`src/rtl/tcm_arb_pkg.sv`:
```
// Shared types and widths for the TCM arbiter.
package tcm_arb_pkg;

    typedef enum logic [1:0] {
        OWN_NONE = 2'd0,
        OWN_IBUS = 2'd1,
        OWN_DBUS = 2'd2
    } owner_t;

    localparam int TCM_DATA_W = 32;
    localparam int TCM_BE_W   = 4;

    // One-hot grant vector bit positions.
    localparam int GNT_IBUS = 0;
    localparam int GNT_DBUS = 1;

endpackage

```
`src/rtl/tcm_arbiter_if.sv`:
```
// Bus bundle between fetch/LSU, the TCM arbiter and the TCM macro.
// Signal names are from the arbiter's point of view: i_* enter the arbiter,
// o_* leave it. The slave modport is the arbiter, master is its environment.
interface tcm_arbiter_if
    import tcm_arb_pkg::*;
#(
    parameter int MEM_ADDR_WIDTH = 8
);
    logic                         i_ibus_req;
    logic [MEM_ADDR_WIDTH+1:2]    i_ibus_addr;
    logic                         o_ibus_gnt;
    logic                         o_ibus_ack;
    logic [TCM_DATA_W-1:0]        o_ibus_data;

    logic                         i_dbus_req;
    logic [MEM_ADDR_WIDTH+1:2]    i_dbus_addr;
    logic [TCM_BE_W-1:0]          i_dbus_write;
    logic [TCM_DATA_W-1:0]        i_dbus_data;
    logic                         o_dbus_gnt;
    logic                         o_dbus_ack;
    logic [TCM_DATA_W-1:0]        o_dbus_data;

    logic                         o_tcm_sel;
    logic [MEM_ADDR_WIDTH+1:2]    o_tcm_addr;
    logic [TCM_BE_W-1:0]          o_tcm_write;
    logic [TCM_DATA_W-1:0]        o_tcm_data;
    logic                         i_tcm_ack;
    logic [TCM_DATA_W-1:0]        i_tcm_data;

    modport slave (
        input  i_ibus_req, i_ibus_addr,
        output o_ibus_gnt, o_ibus_ack, o_ibus_data,
        input  i_dbus_req, i_dbus_addr, i_dbus_write, i_dbus_data,
        output o_dbus_gnt, o_dbus_ack, o_dbus_data,
        output o_tcm_sel, o_tcm_addr, o_tcm_write, o_tcm_data,
        input  i_tcm_ack, i_tcm_data
    );

    modport master (
        output i_ibus_req, i_ibus_addr,
        input  o_ibus_gnt, o_ibus_ack, o_ibus_data,
        output i_dbus_req, i_dbus_addr, i_dbus_write, i_dbus_data,
        input  o_dbus_gnt, o_dbus_ack, o_dbus_data,
        input  o_tcm_sel, o_tcm_addr, o_tcm_write, o_tcm_data,
        output i_tcm_ack, i_tcm_data
    );

endinterface

```
`src/rtl/tcm_arb_sel.sv`:
```
// Pure grant selection for the TCM arbiter. i_ibus_prio decides who wins
// when both ports request (starvation hit, or round-robin turn).
module tcm_arb_sel
    import tcm_arb_pkg::*;
(
    input  logic       i_reset,
    input  logic       i_ibus_req,
    input  logic       i_dbus_req,
    input  logic       i_ibus_prio,
    output logic [1:0] o_gnt
);

    // One-hot grant; nothing is granted while reset is held.
    always_comb begin
        o_gnt = 2'b00;
        if (!i_reset) begin
            if (i_ibus_req && i_dbus_req) begin
                if (i_ibus_prio) begin
                    o_gnt[GNT_IBUS] = 1'b1;
                end else begin
                    o_gnt[GNT_DBUS] = 1'b1;
                end
            end else if (i_ibus_req) begin
                o_gnt[GNT_IBUS] = 1'b1;
            end else if (i_dbus_req) begin
                o_gnt[GNT_DBUS] = 1'b1;
            end
        end
    end

endmodule

```
`src/rtl/tcm_arbiter.sv`:
```
// Shares one single-port TCM between instruction fetch and the data port.
// One access per cycle, response returned one cycle later to its owner.
// Build option TCM_ARB_RR_EN: alternate conflict winners instead of fixed
// data priority with a starvation guard.
module tcm_arbiter
    import tcm_arb_pkg::*;
#(
    parameter int MEM_ADDR_WIDTH = 8
`ifndef TCM_ARB_RR_EN
    ,
    parameter int STARVE_LIMIT   = 4
`endif
)(
    input  logic               i_clk,
    input  logic               i_reset,
    tcm_arbiter_if.slave       bus,
    output logic [31:0]        o_conflicts
);

    logic [1:0]                w_gnt;
    logic                      w_ibus_gnt;
    logic                      w_dbus_gnt;
    logic                      w_both_req;
    logic                      w_ibus_prio;
    logic [MEM_ADDR_WIDTH-1:0] w_tcm_addr;
    owner_t                    r_owner;
    logic [31:0]               r_conflicts;

    assign w_both_req = bus.i_ibus_req & bus.i_dbus_req;

`ifdef TCM_ARB_RR_EN
    // r_last = 1 means dbus won the previous conflict, so ibus goes next.
    logic r_last;

    assign w_ibus_prio = r_last;

    // Record the winner of every conflict to alternate the next one.
    always_ff @(posedge i_clk) begin
        if (i_reset) begin
            r_last <= 1'b0;
        end else if (w_both_req) begin
            r_last <= w_dbus_gnt;
        end
    end
`else
    localparam logic [3:0] LP_STARVE_LIMIT = 4'(STARVE_LIMIT);

    logic [3:0] r_starve;

    assign w_ibus_prio = (r_starve == LP_STARVE_LIMIT);

    // Count consecutive conflicts lost by ibus, saturating at the limit.
    always_ff @(posedge i_clk) begin
        if (i_reset) begin
            r_starve <= 4'd0;
        end else if (!bus.i_ibus_req || w_ibus_gnt) begin
            r_starve <= 4'd0;
        end else if (w_both_req && w_dbus_gnt && (r_starve != LP_STARVE_LIMIT)) begin
            r_starve <= r_starve + 4'd1;
        end
    end
`endif

    tcm_arb_sel u_sel (
        .i_reset     (i_reset),
        .i_ibus_req  (bus.i_ibus_req),
        .i_dbus_req  (bus.i_dbus_req),
        .i_ibus_prio (w_ibus_prio),
        .o_gnt       (w_gnt)
    );

    assign w_ibus_gnt     = w_gnt[GNT_IBUS];
    assign w_dbus_gnt     = w_gnt[GNT_DBUS];
    assign bus.o_ibus_gnt = w_ibus_gnt;
    assign bus.o_dbus_gnt = w_dbus_gnt;

    // TCM request mux: write payload only ever comes from a dbus grant.
    always_comb begin
        w_tcm_addr      = '0;
        bus.o_tcm_write = '0;
        bus.o_tcm_data  = '0;
        if (w_dbus_gnt) begin
            w_tcm_addr      = bus.i_dbus_addr;
            bus.o_tcm_write = bus.i_dbus_write;
            bus.o_tcm_data  = bus.i_dbus_data;
        end else if (w_ibus_gnt) begin
            w_tcm_addr      = bus.i_ibus_addr;
        end
    end

    assign bus.o_tcm_sel  = w_ibus_gnt | w_dbus_gnt;
    assign bus.o_tcm_addr = w_tcm_addr;

    // Remember who owns the access issued this cycle for next-cycle routing.
    always_ff @(posedge i_clk) begin
        if (i_reset) begin
            r_owner <= OWN_NONE;
        end else if (w_ibus_gnt) begin
            r_owner <= OWN_IBUS;
        end else if (w_dbus_gnt) begin
            r_owner <= OWN_DBUS;
        end else begin
            r_owner <= OWN_NONE;
        end
    end

    // Reset also masks the ack, so a response in flight at reset is dropped.
    assign bus.o_ibus_ack  = bus.i_tcm_ack & (r_owner == OWN_IBUS) & ~i_reset;
    assign bus.o_dbus_ack  = bus.i_tcm_ack & (r_owner == OWN_DBUS) & ~i_reset;
    assign bus.o_ibus_data = bus.i_tcm_data;
    assign bus.o_dbus_data = bus.i_tcm_data;

    // Free-running conflict counter, wraps naturally.
    always_ff @(posedge i_clk) begin
        if (i_reset) begin
            r_conflicts <= 32'd0;
        end else if (w_both_req) begin
            r_conflicts <= r_conflicts + 32'd1;
        end
    end

    assign o_conflicts = r_conflicts;

endmodule

```
`src/flat_wrapper.sv`:
```
// flat-port wrapper written by rule: the top's interface ports become plain ports
module tcm_arbiter_flat import tcm_arb_pkg::*;
#(
    parameter int MEM_ADDR_WIDTH = 8

    ,
    parameter int STARVE_LIMIT   = 4

)
  (i_clk, i_reset, o_conflicts, bus_i_ibus_req, bus_i_ibus_addr, bus_o_ibus_gnt, bus_o_ibus_ack, bus_o_ibus_data, bus_i_dbus_req, bus_i_dbus_addr, bus_i_dbus_write, bus_i_dbus_data, bus_o_dbus_gnt, bus_o_dbus_ack, bus_o_dbus_data, bus_o_tcm_sel, bus_o_tcm_addr, bus_o_tcm_write, bus_o_tcm_data, bus_i_tcm_ack, bus_i_tcm_data);
  tcm_arbiter_if #(.MEM_ADDR_WIDTH(MEM_ADDR_WIDTH)) bus_i ();
  input  logic i_clk;
  input  logic i_reset;
  output logic [31:0] o_conflicts;
  input wire logic [$bits(bus_i.i_ibus_req)-1:0] bus_i_ibus_req;
  input wire logic [$bits(bus_i.i_ibus_addr)-1:0] bus_i_ibus_addr;
  output wire logic [$bits(bus_i.o_ibus_gnt)-1:0] bus_o_ibus_gnt;
  output wire logic [$bits(bus_i.o_ibus_ack)-1:0] bus_o_ibus_ack;
  output wire logic [$bits(bus_i.o_ibus_data)-1:0] bus_o_ibus_data;
  input wire logic [$bits(bus_i.i_dbus_req)-1:0] bus_i_dbus_req;
  input wire logic [$bits(bus_i.i_dbus_addr)-1:0] bus_i_dbus_addr;
  input wire logic [$bits(bus_i.i_dbus_write)-1:0] bus_i_dbus_write;
  input wire logic [$bits(bus_i.i_dbus_data)-1:0] bus_i_dbus_data;
  output wire logic [$bits(bus_i.o_dbus_gnt)-1:0] bus_o_dbus_gnt;
  output wire logic [$bits(bus_i.o_dbus_ack)-1:0] bus_o_dbus_ack;
  output wire logic [$bits(bus_i.o_dbus_data)-1:0] bus_o_dbus_data;
  output wire logic [$bits(bus_i.o_tcm_sel)-1:0] bus_o_tcm_sel;
  output wire logic [$bits(bus_i.o_tcm_addr)-1:0] bus_o_tcm_addr;
  output wire logic [$bits(bus_i.o_tcm_write)-1:0] bus_o_tcm_write;
  output wire logic [$bits(bus_i.o_tcm_data)-1:0] bus_o_tcm_data;
  input wire logic [$bits(bus_i.i_tcm_ack)-1:0] bus_i_tcm_ack;
  input wire logic [$bits(bus_i.i_tcm_data)-1:0] bus_i_tcm_data;
  assign bus_i.i_ibus_req = bus_i_ibus_req;
  assign bus_i.i_ibus_addr = bus_i_ibus_addr;
  assign bus_o_ibus_gnt = bus_i.o_ibus_gnt;
  assign bus_o_ibus_ack = bus_i.o_ibus_ack;
  assign bus_o_ibus_data = bus_i.o_ibus_data;
  assign bus_i.i_dbus_req = bus_i_dbus_req;
  assign bus_i.i_dbus_addr = bus_i_dbus_addr;
  assign bus_i.i_dbus_write = bus_i_dbus_write;
  assign bus_i.i_dbus_data = bus_i_dbus_data;
  assign bus_o_dbus_gnt = bus_i.o_dbus_gnt;
  assign bus_o_dbus_ack = bus_i.o_dbus_ack;
  assign bus_o_dbus_data = bus_i.o_dbus_data;
  assign bus_o_tcm_sel = bus_i.o_tcm_sel;
  assign bus_o_tcm_addr = bus_i.o_tcm_addr;
  assign bus_o_tcm_write = bus_i.o_tcm_write;
  assign bus_o_tcm_data = bus_i.o_tcm_data;
  assign bus_i.i_tcm_ack = bus_i_tcm_ack;
  assign bus_i.i_tcm_data = bus_i_tcm_data;
  tcm_arbiter #(.MEM_ADDR_WIDTH(MEM_ADDR_WIDTH), .STARVE_LIMIT(STARVE_LIMIT)) u_core (.i_clk(i_clk), .i_reset(i_reset), .bus(bus_i), .o_conflicts(o_conflicts));
endmodule
```
`config.mk`:
```
export PLATFORM = sky130hd
export DESIGN_NAME = tcm_arbiter_flat
export DESIGN_NICKNAME = d
export VERILOG_FILES = /design/src/rtl/tcm_arb_pkg.sv /design/src/rtl/tcm_arbiter_if.sv /design/src/rtl/tcm_arb_sel.sv /design/src/rtl/tcm_arbiter.sv /design/src/flat_wrapper.sv
export SDC_FILE = /design/constraint.sdc
export NUM_CORES = 1
export LEC_CHECK = 0
export CORE_MARGIN = 4
export CORE_UTILIZATION = 30
export CTS_BUF_LIST = sky130_fd_sc_hd__clkbuf_8
export DETAILED_ROUTE_END_ITERATION = 8
export PLACE_DENSITY = 0.79
export SETUP_SLACK_MARGIN = 0.5
export SLEW_MARGIN = 20
export SYNTH_ARGS = -nofsm -noshare
export SYNTH_HDL_FRONTEND = slang
export SYNTH_SLANG_ARGS = --single-unit
```
`constraint.sdc`:
```
create_clock -name i_clk -period 2.71 [get_ports i_clk]
set_input_delay 0.542 -clock i_clk [delete_from_list [all_inputs] [get_ports i_clk]]
set_output_delay 0.542 -clock i_clk [all_outputs]
set_load 0.05 [all_outputs]
```
==> impl_table.tex <==
\begin{tabular}{lr}
\hline
Metric & Value \\
\hline
\multicolumn{2}{l}{\textbf{Clock network}} \\
Maximum buffer depth of the clock tree & 2 \\
Total clock buffers created by CTS & 5 \\
Clock slew seen by the registers of the worst setup and hold paths & 0.08 ns \\
CTS tree & built \\
Insertion delay to the later sink of the worst-skew pair & 0.30 ns \\
Sink Count & 38 \\
CTS Hold Buffers Added & 0 \\
H-tree levels & 2 \\
Cell at the root of the clock tree & sky130\_fd\_sc\_hd\_\_clkbuf\_8 \\
\multicolumn{2}{l}{\textbf{GRT}} \\
Largest net degree at the start of global routing & 38 \\
Global-route total usage across every layer & 18.7\% \\
Via count of the first global-routing pass & 2642 \\
Leftover overflow at the end of global routing & 0 \\
First-pass GRT wire length & 14900 microns \\
Antenna violations before repair & 0 \\
\multicolumn{2}{l}{\textbf{Final layout}} \\
N\_diodes & 0 \\
Final design utilization & 56.0\% \\
Ratio of cells with drive above 1 in the final layout & 37.5\% \\
Synth-to-layout area growth & 81.9\% \\
Number of nets in the layout & 512 \\
\multicolumn{2}{l}{\textbf{Floorplanning}} \\
Io pins & 234 \\
Die Height & 103 microns \\
Starting utilization of the core area & 30.8\% \\
Core Box Area & 0.00872 sq mm \\
Die boundary width & 103 microns \\
Number of core rows & 34 \\
Die footprint & 0.0105 sq mm \\
\multicolumn{2}{l}{\textbf{Route}} \\
Number of routed nets with antenna violations & 0 \\
Wire length per cell after detailed routing & 19.6 microns \\
Detailed-route vias per instance & 5.06 \\
Iteration-0 DRC Markers & 91 \\
Detailed Route WL & 10400 microns \\
Total via count after detailed routing & 2677 \\
Post-route DRC & 0 \\
Drt pass-1 iters & 4 \\
\multicolumn{2}{l}{\textbf{STA}} \\
Max-Slew Margin vs Limit & 65.4\% \\
Largest clock skew in the final design & 0.00498 ns \\
Top achievable clock speed & 408 MHz \\
Final worst slack & 0.256 ns \\
Post-route minimum period & 2.45 ns \\
Pins over their slew limit & 0 \\
Final critical-path share of the clock period & 90.5\% \\
RSZ-0062 raised after global routing & yes \\
Setup TNS & 0 ns \\
Count of final setup violators & 0 \\
Final hold slack & 0.488 ns \\
Final Hold Violating Endpoints & 0 \\
Slew at the pin with the worst max-slew slack & 0.518 ns \\
\multicolumn{2}{l}{\textbf{Critical path}} \\
Most prevalent standard cell on the critical path & sky130\_fd\_sc\_hd\_\_buf\_6 \\
Peak per-stage delay on the critical path & 0.34 ns \\
Required time of the worst setup path & 2.17 ns \\
Highest fanout seen on the critical path & 6 \\
Startpoint class of the critical path & register \\
Master of the slowest instance on the critical path & sky130\_fd\_sc\_hd\_\_dfxtp\_2 \\
Crit path cell chain & inv\_2, ha\_4, nand2\_4, nor2\_4, a21oi\_4, buf\_6, buf\_6, clkbuf\_16, and2\_4, buf\_12 \\
Worst setup path category & reg -> out \\
Endpoint class of the critical path & output pin \\
Arrival time at the worst endpoint & 1.91 ns \\
\multicolumn{2}{l}{\textbf{Yosys}} \\
Cell accounting for the most synthesized area & sky130\_fd\_sc\_hd\_\_dfxtp\_1 \\
Sequential share of the synthesized area & 28.4\% \\
Synthesized net count & 423 \\
Fraction of synthesis flops using an asynchronous set or reset pin & 0\% \\
Number of instances in the synthesized netlist & 331 \\
Library cell with the highest instance count after synthesis & sky130\_fd\_sc\_hd\_\_buf\_4 \\
\#FFs+latches synth & 38 \\
Synthesis Warnings & 0 \\
Area of the mapped netlist & 0.00268 sq mm \\
Largest cells by area after synthesis & sky130\_fd\_sc\_hd\_\_dfxtp\_1 (28\%), sky130\_fd\_sc\_hd\_\_buf\_4 (18\%), sky130\_fd\_sc\_hd\_\_and2\_1 (8.4\%), sky130\_fd\_sc\_hd\_\_a21oi\_1 (3.7\%), sky130\_fd\_sc\_hd\_\_o31ai\_1 (3.4\%) \\
Average size of a mapped cell & 8.10 sq um \\
Proportion of netlist area held by the largest area contributor & 28.4\% \\
Dominant register cell in the synthesized netlist & sky130\_fd\_sc\_hd\_\_dfxtp\_1 \\
Most used standard cells in the synthesized netlist & sky130\_fd\_sc\_hd\_\_buf\_4 (64), sky130\_fd\_sc\_hd\_\_dfxtp\_1 (38), sky130\_fd\_sc\_hd\_\_and2\_1 (36), sky130\_fd\_sc\_hd\_\_nor2\_1 (21), sky130\_fd\_sc\_hd\_\_a21oi\_1 (20) \\
EDFF count, synth & 0 \\
Count of cell types in the netlist & 36 \\
\multicolumn{2}{l}{\textbf{Placement}} \\
Worst slack, placed & 0.121 ns \\
Count of port buffers added during placement & 137 \\
Final Wtd Congestion & 0.794 \\
Half-perimeter wire length after placement & 7020 microns \\
\multicolumn{2}{l}{\textbf{Hold path}} \\
Tightest Hold Check Type & reg -> reg \\
\multicolumn{2}{l}{\textbf{Job}} \\
Max\_cap viols & 0 \\
\multicolumn{2}{l}{\textbf{Power and ir drop}} \\
Max VDD drop & 0.000209 V \\
Static leakage & 1.90 nW \\
Total power per unit cell area & 349 mW/mm\^{}2 \\
\multicolumn{2}{l}{\textbf{Status}} \\
Run status & completed \\
\hline
\end{tabular}
## path summary, 6_finish.rpt
path	cells after the start	end	from	slack [ns]
setup / recovery	10	bus_o_tcm_data[4]	u_core.r_starve[1]$_SDFFE_PP0P_	0.26
hold / removal	2	u_core.o_conflicts[31]$_SDFFE_PP0P_	u_core.o_conflicts[31]$_SDFFE_PP0P_	0.49
setup reg to reg	4	u_core.o_conflicts[29]$_SDFFE_PP0P_	u_core.o_conflicts[11]$_SDFFE_PP0P_	0.73
hold reg to reg	2	u_core.o_conflicts[31]$_SDFFE_PP0P_	u_core.o_conflicts[31]$_SDFFE_PP0P_	0.49
## through the flow
stage                     cell area (sq um)  instances  power, mW
after global placement                 4240        503       1.01
final                                  4880        529       1.71
after floorplan                        2760        331       1.02
after CTS                              4810        527       1.71
after global routing                   4880        529       1.76
after detailed placement               4240        503       1.01
## worst max-delay path, delay by kind of cell (launching register included)
kind | cells | cell delay, ns
fa+ha+maj | 1 | 0.16
buf+inv | 5 | 0.59
compound gates | 1 | 0.21
simple gates | 3 | 0.29
flops | 1 | 0.34
## flip-flops by register name, summed over array words and instances (netlist names)
name and cells:
u_core.o_conflicts 32, u_core.r_starve 4, u_core.r_owner 2
## layout make-up
class                           count  area, sq um
Tap cell                          108          135
Fill cell                         719         3840
Clock buffer                        6         82.6
Timing Repair Buffer              163         2240
Sequential cell                    38          767
Clock inverter                      2         60.1
Inverter                            6         22.5
Multi-Input combinational cell    206         1580
## power breakdown
part	leakage (nW)	internal (mW)	switching, mW
combinational	1.52	0.289	0.239
clock	0.0714	0.393	0.216
sequential	0.309	0.562	0.00534
## layer usage
layer | global-route usage (%) | routed length [microns] | vias to the layer above
met5 | 0 | 0 | -
met1 | 23.9 | 4100 | 1268
met3 | 4.40 | 688 | 14
li1 | - | - | 1280
met4 | 4.84 | 126 | 0
met2 | 31.8 | 5460 | 115
## repair_timing
| action | in CTS | in global routing |
|---|---|---|
| endpoints found under the hold margin | 0 | 0 |
| pin swaps | 17 | 18 |
| gates cloned | 6 | 2 |
| setup buffers | 10 | 0 |
| gates resized for setup | 75 | 7 |
| endpoints found under the setup margin | 59 | 56 |
## cells in the final DEF (no fill, tap or decap), types with 6 or more instances in the layout
master | netlist | layout
sky130_fd_sc_hd__clkdlybuf4s50_1 | 0 | 81
sky130_fd_sc_hd__buf_12 | 0 | 51
sky130_fd_sc_hd__and2_4 | 0 | 36
sky130_fd_sc_hd__dfxtp_1 | 38 | 33
sky130_fd_sc_hd__nor2_1 | 21 | 20
sky130_fd_sc_hd__a21oi_1 | 20 | 19
sky130_fd_sc_hd__nand4_1 | 13 | 13
sky130_fd_sc_hd__buf_4 | 64 | 13
sky130_fd_sc_hd__o31ai_1 | 12 | 12
sky130_fd_sc_hd__or4_1 | 12 | 12
sky130_fd_sc_hd__nand2_1 | 12 | 11
sky130_fd_sc_hd__xnor2_1 | 9 | 9
sky130_fd_sc_hd__a22o_4 | 0 | 8
sky130_fd_sc_hd__nand3_1 | 9 | 8
sky130_fd_sc_hd__clkbuf_8 | 0 | 6
## logic make-up after synthesis
family / count (synthesis) / synth area share [%]
AO/OA/AOI/OAI: 46 / 11.0
XOR/XNOR: 13 / 4.24
adder cells (fa/ha/maj): 3 / 1.40
buffers and inverters: 88 / 22.8
flip-flops: 38 / 28.4
multiplexers: 3 / 1.26
AND/OR/NAND/NOR: 140 / 31.0
Note: power is estimated with default switching activity, not from simulation.
